**src/rtl/top_tdr_creation_tessent_data_mux_ovr_if.sv**
```systemverilog
// Bundle of the override mux's data, control and status signals.
// Port summary: select/mask/functional/TDR data/capture enable flow into
// the mux; data_out/captured_data/ijtag_active/switching flow back out.
interface top_tdr_creation_tessent_data_mux_ovr_if #(
  parameter int WIDTH = 8
);
  logic             ijtag_select;
  logic [WIDTH-1:0] ijtag_bit_mask;
  logic [WIDTH-1:0] functional_data_in;
  logic [WIDTH-1:0] ijtag_data_in;
  logic             ijtag_capture_en;
  logic [WIDTH-1:0] data_out;
  logic [WIDTH-1:0] captured_data;
  logic             ijtag_active;
  logic             switching;

  // Driver side: the TDR / functional logic feeding the mux.
  modport master (
    output ijtag_select,
    output ijtag_bit_mask,
    output functional_data_in,
    output ijtag_data_in,
    output ijtag_capture_en,
    input  data_out,
    input  captured_data,
    input  ijtag_active,
    input  switching
  );

  // Mux side.
  modport slave (
    input  ijtag_select,
    input  ijtag_bit_mask,
    input  functional_data_in,
    input  ijtag_data_in,
    input  ijtag_capture_en,
    output data_out,
    output captured_data,
    output ijtag_active,
    output switching
  );
endinterface

```
**src/rtl/top_tdr_creation_tessent_data_mux_ovr.sv**
```systemverilog
// Registered IJTAG override mux between a TDR and functional logic, with a
// freeze window on every mode change and a raw functional capture register.
// Latency: 1 cycle steady state; mode change shows the new source HOLD_CYCLES
// edges after select is sampled. No backpressure: data is accepted every cycle.
//
// Ports: ijtag_tck (clock), ijtag_reset (sync, active-low), bus (slave modport:
// select, bit mask, functional/TDR data, capture enable in; data_out,
// captured_data, ijtag_active, switching out). Everything is in the ijtag_tck domain.
module top_tdr_creation_tessent_data_mux_ovr #(
  parameter int WIDTH       = 8,
  parameter int HOLD_CYCLES = 2
) (
  input  logic                                         ijtag_tck,
  input  logic                                         ijtag_reset,
  top_tdr_creation_tessent_data_mux_ovr_if.slave       bus
);

  // Counter must hold HOLD_CYCLES-1; keep at least one bit so HOLD_CYCLES=0
  // still elaborates (the counter is simply never loaded with anything but 0).
  localparam int CNT_W = (HOLD_CYCLES < 1) ? 1 : $clog2(HOLD_CYCLES + 1);
  localparam logic [CNT_W-1:0] HOLD_RELOAD =
    (HOLD_CYCLES == 0) ? '0 : CNT_W'(HOLD_CYCLES - 1);
  localparam bit NO_HOLD = (HOLD_CYCLES == 0);

  typedef enum logic [1:0] {
    ST_FUNC     = 2'd0,
    ST_TO_IJTAG = 2'd1,
    ST_IJTAG    = 2'd2,
    ST_TO_FUNC  = 2'd3
  } state_t;

  state_t            state;
  logic [CNT_W-1:0]  cnt;
  logic [WIDTH-1:0]  data_q;
  logic [WIDTH-1:0]  captured_q;
  logic              active_q;
  logic              switching_q;

  logic              sel;
  logic [WIDTH-1:0]  func_dat;
  logic [WIDTH-1:0]  ovr_dat;

  assign sel      = bus.ijtag_select;
  assign func_dat = bus.functional_data_in;

  // Per-bit override: masked bits come from the TDR, the rest stay functional.
  assign ovr_dat = (bus.ijtag_bit_mask & bus.ijtag_data_in) |
                   (~bus.ijtag_bit_mask & func_dat);

  // Single FSM process. Outputs are assigned together with the state they
  // belong to, so data_out and the flags always reflect the state just entered.
  // TO_* states deliberately never touch data_q: that is the freeze window.
  always_ff @(posedge ijtag_tck) begin
    if (!ijtag_reset) begin
      state       <= ST_FUNC;
      cnt         <= '0;
      data_q      <= '0;
      captured_q  <= '0;
      active_q    <= 1'b0;
      switching_q <= 1'b0;
    end else begin
      // Capture is independent of the mux state and samples the raw input.
      if (bus.ijtag_capture_en) begin
        captured_q <= func_dat;
      end

      case (state)
        ST_FUNC: begin
          if (!sel) begin
            data_q      <= func_dat;
            active_q    <= 1'b0;
            switching_q <= 1'b0;
          end else if (NO_HOLD) begin
            state       <= ST_IJTAG;
            data_q      <= ovr_dat;
            active_q    <= 1'b1;
            switching_q <= 1'b0;
          end else begin
            state       <= ST_TO_IJTAG;
            cnt         <= HOLD_RELOAD;
            active_q    <= 1'b0;
            switching_q <= 1'b1;
          end
        end

        ST_TO_IJTAG: begin
          if (sel) begin
            if (cnt == '0) begin
              state       <= ST_IJTAG;
              data_q      <= ovr_dat;
              active_q    <= 1'b1;
              switching_q <= 1'b0;
            end else begin
              cnt <= cnt - CNT_W'(1);
            end
          end else begin
            // Select dropped mid-transition: restart a full freeze back to FUNC.
            state       <= ST_TO_FUNC;
            cnt         <= HOLD_RELOAD;
            active_q    <= 1'b0;
            switching_q <= 1'b1;
          end
        end

        ST_IJTAG: begin
          if (sel) begin
            data_q      <= ovr_dat;
            active_q    <= 1'b1;
            switching_q <= 1'b0;
          end else if (NO_HOLD) begin
            state       <= ST_FUNC;
            data_q      <= func_dat;
            active_q    <= 1'b0;
            switching_q <= 1'b0;
          end else begin
            state       <= ST_TO_FUNC;
            cnt         <= HOLD_RELOAD;
            active_q    <= 1'b0;
            switching_q <= 1'b1;
          end
        end

        ST_TO_FUNC: begin
          if (!sel) begin
            if (cnt == '0) begin
              state       <= ST_FUNC;
              data_q      <= func_dat;
              active_q    <= 1'b0;
              switching_q <= 1'b0;
            end else begin
              cnt <= cnt - CNT_W'(1);
            end
          end else begin
            // Select re-asserted mid-transition: full freeze toward IJTAG.
            state       <= ST_TO_IJTAG;
            cnt         <= HOLD_RELOAD;
            active_q    <= 1'b0;
            switching_q <= 1'b1;
          end
        end

        default: begin
          state       <= ST_FUNC;
          cnt         <= '0;
          active_q    <= 1'b0;
          switching_q <= 1'b0;
        end
      endcase
    end
  end

  assign bus.data_out      = data_q;
  assign bus.captured_data = captured_q;
  assign bus.ijtag_active  = active_q;
  assign bus.switching     = switching_q;

endmodule

```
**src/flat_wrapper.sv**
```systemverilog
// flat-port wrapper written by rule: the top's interface ports become plain ports
module top_tdr_creation_tessent_data_mux_ovr_flat 
#(
  parameter int WIDTH       = 8,
  parameter int HOLD_CYCLES = 2
)
  (ijtag_tck, ijtag_reset, bus_ijtag_select, bus_ijtag_bit_mask, bus_functional_data_in, bus_ijtag_data_in, bus_ijtag_capture_en, bus_data_out, bus_captured_data, bus_ijtag_active, bus_switching);
  top_tdr_creation_tessent_data_mux_ovr_if #(.WIDTH(WIDTH)) bus_i ();
  input  logic ijtag_tck;
  input  logic ijtag_reset;
  input wire logic [$bits(bus_i.ijtag_select)-1:0] bus_ijtag_select;
  input wire logic [$bits(bus_i.ijtag_bit_mask)-1:0] bus_ijtag_bit_mask;
  input wire logic [$bits(bus_i.functional_data_in)-1:0] bus_functional_data_in;
  input wire logic [$bits(bus_i.ijtag_data_in)-1:0] bus_ijtag_data_in;
  input wire logic [$bits(bus_i.ijtag_capture_en)-1:0] bus_ijtag_capture_en;
  output wire logic [$bits(bus_i.data_out)-1:0] bus_data_out;
  output wire logic [$bits(bus_i.captured_data)-1:0] bus_captured_data;
  output wire logic [$bits(bus_i.ijtag_active)-1:0] bus_ijtag_active;
  output wire logic [$bits(bus_i.switching)-1:0] bus_switching;
  assign bus_i.ijtag_select = bus_ijtag_select;
  assign bus_i.ijtag_bit_mask = bus_ijtag_bit_mask;
  assign bus_i.functional_data_in = bus_functional_data_in;
  assign bus_i.ijtag_data_in = bus_ijtag_data_in;
  assign bus_i.ijtag_capture_en = bus_ijtag_capture_en;
  assign bus_data_out = bus_i.data_out;
  assign bus_captured_data = bus_i.captured_data;
  assign bus_ijtag_active = bus_i.ijtag_active;
  assign bus_switching = bus_i.switching;
  top_tdr_creation_tessent_data_mux_ovr #(.WIDTH(WIDTH), .HOLD_CYCLES(HOLD_CYCLES)) u_core (.ijtag_tck(ijtag_tck), .ijtag_reset(ijtag_reset), .bus(bus_i));
endmodule
```
**config.mk**
```make
export PLATFORM = sky130hd
export DESIGN_NAME = top_tdr_creation_tessent_data_mux_ovr_flat
export DESIGN_NICKNAME = d
export VERILOG_FILES = /design/src/rtl/top_tdr_creation_tessent_data_mux_ovr_if.sv /design/src/rtl/top_tdr_creation_tessent_data_mux_ovr.sv /design/src/flat_wrapper.sv
export SDC_FILE = /design/constraint.sdc
export NUM_CORES = 1
export LEC_CHECK = 0
export ABC_AREA = 1
export CORE_ASPECT_RATIO = 0.6
export CORE_MARGIN = 4
export CORE_UTILIZATION = 34
export CTS_BUF_LIST = sky130_fd_sc_hd__clkbuf_4 sky130_fd_sc_hd__clkbuf_8
export DETAILED_ROUTE_END_ITERATION = 8
export DONT_BUFFER_PORTS = 1
export PLACE_DENSITY = 0.57
export SLEW_MARGIN = 40
export SYNTH_ARGS = -nofsm -noshare
export SYNTH_HDL_FRONTEND = slang
export SYNTH_SLANG_ARGS = --single-unit
```
**constraint.sdc**
```tcl
create_clock -name ijtag_tck -period 1.4 [get_ports ijtag_tck]
set_input_delay 0.28 -clock ijtag_tck [delete_from_list [all_inputs] [get_ports ijtag_tck]]
set_output_delay 0.28 -clock ijtag_tck [all_outputs]
set_load 0.01 [all_outputs]
```
==> results of run 1 <==
metal layers:
metal | part of all wire, % | vias up | GRT usage [%]
met1 | 46 | 461 | 17.0
li1 | - | 581 | -
met3 | 11 | 2 | 7.34
met2 | 43 | 36 | 20.4
met4 | 0.20 | 0 | 1.60
met5 | 0 | - | 0
worst max path at each step:
| stage | end | depth (start not counted) | start | slack [ps] |
|---|---|---|---|---|
| final | u_core.bus.data_out[1] | 6 | u_core.state[0] | 90 |
| after global routing | u_core.bus.data_out[4] | 8 | u_core.state[0] | -20 |
| after CTS | u_core.bus.data_out[1] | 8 | u_core.state[1] | 10 |
| after detailed placement | u_core.bus.data_out[1] | 8 | u_core.state[1] | -40 |
| after global placement | u_core.bus.data_out[0] | 8 | u_core.state[1] | 10 |
| after floorplan | u_core.bus.data_out[0] | 8 | u_core.state[0] | 20 |
per-stage QoR:
stage | power [mW] | setup TNS (ps) | worst slack [ps] | instances
after floorplan | 2.01 | 0 | 24.9 | 185
after global placement | 2.36 | 0 | 10.6 | 230
after detailed placement | 2.40 | -136 | -37.0 | 230
after CTS | 3.17 | 0 | 10.3 | 235
after global routing | 3.50 | -27.1 | -17.3 | 235
final | 3.21 | 0 | 88.8 | 235
layout by cell type (no fill, tap or decap), types with 3 or more instances in the layout:
cell / Yosys / layout
nand3_1: 12 / 12
inv_2: 1 / 3
inv_1: 19 / 17
nor2_1: 38 / 36
dfxtp_1: 22 / 20
o21ai_0: 11 / 10
nand2_1: 59 / 57
buf_4: 0 / 4
nand2_2: 3 / 5
clkbuf_8: 0 / 3
a21oi_1: 5 / 5
what timing repair did:
action	CTS	global route
cloned	1	0
gates resized for setup	9	11
pin swaps	1	3
setup endpoints to repair	10	13
hold buffers	0	0
synthesized netlist by cell type (2+ instances only):
cell,count,area [µm²]
nor2_1,38,143
buf_2,3,15.0
o21ai_0,11,55.1
ha_1,5,62.6
nand3_1,12,60.1
inv_1,19,71.3
dfxtp_1,22,440
o21ai_1,2,10.0
nand2_2,3,18.8
nand2_1,59,221
a21oi_1,5,25.0
sequential cells by signal (all words and copies together) (netlist names):
register and count:
u_core.bus.captured_data 8, u_core.bus.data_out 8, u_core.bus.ijtag_active 1, u_core.bus.switching 1
u_core.cnt 2, u_core.state 2
kinds of logic (layout without fill, tap and decap cells):
family                     count (synthesis)  in the layout  share of synthesized area (%)
AOI/OAI and AO/OA                         20             20                           9.05
adders and majority gates                  5              5                           5.32
buffers and inverters                     25             29                           8.94
DFF                                       22             22                           37.5
and+or+nand+nor                          113            114                           39.2
worst max-delay path, cell delays in order (launching register included):
cell     delay (ps)
dfxtp_4         390
inv_2            70
ha_2            210
o21ai_4         210
nand3_4         150
nor2_1          140
nor2_1           60
report_power, final:
group	leakage (nW)	internal [mW]	switching (mW)	total [mW]
clock network	0.0357	0.382	0.206	0.588
registers	0.184	0.827	0.230	1.06
logic	0.448	0.680	0.888	1.57
final cells by class:
type / instances / area (µm²)
clock inverters: 1 / 30.0
repair buffers: 5 / 50.0
inverters: 20 / 75.1
flip-flops and latches: 22 / 445
multi-input cells: 139 / 709
fillers: 340 / 1880
well taps: 45 / 56.3
clock buffers: 3 / 41.3
==> impl_metrics.yaml, run 1 <==
detailed_routing:
  drt_pass1_iterations: 4
  wl_per_cell_um: 12.6
  drtIter0Drc: 43
  ant_nets: 0
  vias: 1080
  routed_wl_mm: 2.97
  drc: 0
  vias_per_cell: 4.60
clock_tree:
  cts-root-buf: "clkbuf_8"
  cts_buffer_depth: 2
  htreeDepth: 1
  clk_pin_slew_worst_paths_ps: 80
  numCtsBuffers: 3
  cts_tree: "yes"
  clkLatencyLatePin_ps: 260
  post-cts-setup-buffer-count: 0
  clkSinkCount: 22
timing:
  post-route-min-period_ps: 1310
  rsz0062_at_grt: "yes"
  fin_crit_sh_pct: 93.7
  clock.fmax_mhz: 763
  setup_viol: 0
  worst_hold_slack_ps: 125
  slew_violations: 0
  skew_ps: 5.62
  slew-limit-headroom_pct: 81.7
  finalHoldViolCount: 0
  worst_pin_slew_ps: 274
logic_synthesis:
  async_reset_ff_share_pct: 0
  synthFlopType: "dfxtp_1"
  yosys_warnings: 0
  synth_area_um2: 1170
  synth_edf_count: 0
  synth_nets: 218
  netlist_instances: 185
  synth_cell_types: 17
  ys_seq_area_share_pct: 37.5
  ys_seq_elements: 22
  syn_avg_cell_area_um2: 6.35
cells_and_area:
  layout.nets: 224
  final_util_pct: 42.9
  final_area_um2: 1410
  area_growth_pct: 19.8
  drive_gt1_share_pct: 15.8
  n_antenna_cell: 0
critical_path:
  r2r-start: "u_core.state[0]"
  r2r-end: "u_core.bus.data_out[1]"
  reg2reg_slack_ps: 90
  crit_path_start_kind: "flop"
  criticalPathCategory: "reg2reg"
  r2r_cells: 6
  worst-endpoint-arrival_ps: 1470
  worstSetupEndpointType: "flop"
  cp.required_ps: 1560
  cp_max_fo: 8
placed_design:
  dpl-instance-area_um2: 1250
  place_congestion: 0.739
  detailed_place_hpwl_mm: 2.30
  port_buffers: 0
floorplan:
  dieHeight_um: 53.5
  ioPinCount: 46
  floorplan.initialDensity_pct: 35.8
  rows: 16
  core_um2: 3280
  die-area_um2: 4490
  die_x_um: 83.9
power:
  p_leak_nw: 0.667
  cellPowerDensity_nw_per_um2: 2280
  irDropWorstVdd_mv: 0.594
worst_hold_path:
  min_from: "ijtag_reset"
  hold_class: "in2reg"
  hold_path_depth: 2
  min_to: "u_core.state[1]"
global_routing:
  track_usage_pct: 13.3
  grt_pass1_vias: 998
  antenna_found_initial: 0
  grt_pass1_wl_mm: 4.72
  grt_max_degree: 22
  grt-ovfl-total: 0
run_status:
  outcome: "finished clean"
flow_run:
  drv_cap: 0
Note: power is estimated with default switching activity, not from simulation.
==> inputs of run 2 (changes only) <==
Settings changed: ABC_AREA 1 to not set.
==> run 2 against run 1 <==
Design area rose by 3.1%. Setup slack got worse by 83 ps. Flip-flop and latch count did not move. Critical path depth fell by 1. Sequential power fell by 7%. Power fell by 5.4%. Count of clock-buffer cells in the layout did not move. Global-route usage fell by 0.61 points. Maximum frequency fell by 6.0%. Critical path type unchanged. Largest power group unchanged.
==> impl_metrics.yaml, run 2 <==
run_status:
  outcome: "finished clean"
flow_run:
  drv_cap: 0
cells_and_area:
  n_antenna_cell: 0
  stdcell_count: 177
  final_cell_mix: "dfxtp_1, mux2i_1, nand2_1"
  layout.nets: 166
  final_common_cell: "dfxtp_1"
  area_growth_pct: 24.1
  drive_gt1_share_pct: 28.0
  final_area_um2: 1450
global_routing:
  grt_pass1_wl_mm: 4.29
  grt_pass1_vias: 834
  track_usage_pct: 12.7
  grt-ovfl-total: 0
  grt_max_degree: 24
  antenna_found_initial: 0
placed_design:
  place_congestion: 0.735
  dpl-instance-area_um2: 1240
  detailed_place_hpwl_mm: 2.19
  dp_cells: 169
  port_buffers: 0
  dp_slack_ps: -262
logic_synthesis:
  synthTopCellsByCount: "dfxtp_1, mux2i_1, nand2_1"
  synth_nets: 156
  synth_edf_count: 0
  synth_area_um2: 1170
  syn_avg_cell_area_um2: 9.51
  ys_seq_elements: 22
  synth_area_leader_cell: "dfxtp_1"
  ys_top_cells_by_area: "dfxtp_1, mux2i_1, ha_1"
  async_reset_ff_share_pct: 0
  ys_seq_area_share_pct: 37.6
  yosys.area.top_type_share_pct: 37.6
  synth_cell_types: 32
  yosysMostFrequentCell: "dfxtp_1"
  netlist_instances: 123
  synthFlopType: "dfxtp_1"
  yosys_warnings: 0
timing:
  slew-limit-headroom_pct: 80.6
  post-route-min-period_ps: 1390
  finalHoldViolCount: 0
  setup_viol: 0
  skew_ps: 8.22
  fin_crit_sh_pct: 99.6
  worst_pin_slew_ps: 288
  setup_ws_ps: 5.68
  clock.fmax_mhz: 717
  rsz0062_at_grt: "yes"
  slew_violations: 0
floorplan:
  die-area_um2: 4470
  dieHeight_um: 53.4
  die_x_um: 83.7
  core_um2: 3280
  ioPinCount: 46
  rows: 16
  floorplan.initialDensity_pct: 35.6
clock_tree:
  clkSinkCount: 22
  clk_pin_slew_worst_paths_ps: 80
  cts-root-buf: "clkbuf_8"
  htreeDepth: 1
  numCtsBuffers: 3
  cts_tree: "yes"
  clkLatencyLatePin_ps: 270
  cts_buffer_depth: 2
critical_path:
  r2r-end: "u_core.state[0]"
  path_cells: "buf_6 -> ha_4 -> mux2_4 -> a21boi_4 -> mux2i_1"
  cp_top_family: "multiplexers"
  cp.required_ps: 1590
  reg2reg_slack_ps: 6
  worstSetupEndpointType: "flop"
  r2r-start: "u_core.state[0]"
  cpPeakStageDelay_ps: 370
  crit_path_start_kind: "flop"
  r2r_cells: 5
  cp_max_fo: 5
  cp.buffers_inverters: 1
  worst-endpoint-arrival_ps: 1590
  slowest_stage: "dfxtp_4"
  criticalPathCategory: "reg2reg"
power:
  finalPower_mw: 3.04
  p_leak_nw: 0.614
  irDropWorstVdd_mv: 0.701
  cellPowerDensity_nw_per_um2: 2090
detailed_routing:
  wl_per_cell_um: 16.7
  routed_wl_mm: 2.96
  ant_nets: 0
  vias: 894
  drt_pass1_iterations: 4
  drc: 0
  vias_per_cell: 5.05
  drtIter0Drc: 31
worst_hold_path:
  hold_path_depth: 2
  min_to: "u_core.state[1]"
  min_from: "ijtag_reset"
  hold_class: "in2reg"
run 2: changes by cell type in the layout (fill, tap and decap cells not counted), moves of 3 or more:
cell      delta
nand2_1     -44
nor2_1      -28
mux2i_1     +18
inv_1       -14
nand3_1     -11
a21boi_0     +8
and3_1       +8
nand2_2      -5
a21oi_1      -3
buf_6        +3
o21ai_0      -3
run 2: stage by stage:
stage | util (%) | hold WS, ps | setup TNS, ps
6_report | 44.2 | 146 | 0
5_1_grt | 44.2 | 145 | -418
4_1_cts | 42.5 | 145 | 0
3_5_place_dp | 37.8 | 434 | -1970
3_3_place_gp | 37.8 | 429 | -993
2_1_floorplan | - | 427 | 0
run 2: where the power goes:
part / total, mW / switching, mW / internal (mW)
Combinational: 1.46 / 0.672 / 0.792
Clock: 0.593 / 0.211 / 0.382
Sequential: 0.981 / 0.183 / 0.798
run 2: layer usage:
metal / track usage [%] / wire [µm] / vias up
met5: 0 / 0 / -
met4: 2.41 / 0 / 0
met3: 7.15 / 214 / 0
met2: 18.1 / 1360 / 21
met1: 16.7 / 1380 / 424
li1: - / - / 449
run 2: cell type report:
cell class                      count  area [µm²]
Multi-Input combinational cell     90         754
Timing Repair Buffer               10        98.8
Clock inverter                      1        30.0
Tap cell                           45        56.3
Fill cell                         332        1830
Clock buffer                        3        41.3
Sequential cell                    22         448
Inverter                            6        22.5
run 2: logic make-up (layout without fill, tap and decap cells):
group           after synthesis  after routing  synth area share (%)
fa+ha+maj                     5              5                  5.35
flops                        22             22                  37.6
simple gates                 35             35                  15.6
buf+inv                      11             20                  4.39
compound gates               29             29                  18.2
mux                          21             21                  18.8
run 2: worst register-to-register path: cells and delay by family, from the launching register on:
| kind | cells | cell delay (ps) |
|---|---|---|
| AO/OA/AOI/OAI | 1 | 160 |
| adder cells (fa/ha/maj) | 1 | 180 |
| buffers and inverters | 1 | 120 |
| flip-flops | 1 | 370 |
| multiplexers | 2 | 500 |
run 2: worst max path at each step:
stage / start / to / depth (start not counted)
after floorplan: u_core.state[1] / u_core.state[0] / 5
after global placement: u_core.state[0] / u_core.bus.data_out[3] / 5
after detailed placement: u_core.state[0] / u_core.bus.data_out[6] / 5
after CTS: u_core.state[0] / u_core.state[0] / 5
after global routing: u_core.state[0] / u_core.state[0] / 5
final: u_core.state[0] / u_core.state[0] / 5
run 2: what timing repair did:
| item | CTS | global route |
|---|---|---|
| setup endpoints to repair | 14 | 11 |
| buffers inserted | 2 | 2 |
| hold buffers | 0 | 0 |
| pin swaps | 2 | 4 |
| endpoints found under the hold margin | 0 | 0 |
| resized for setup | 12 | 16 |
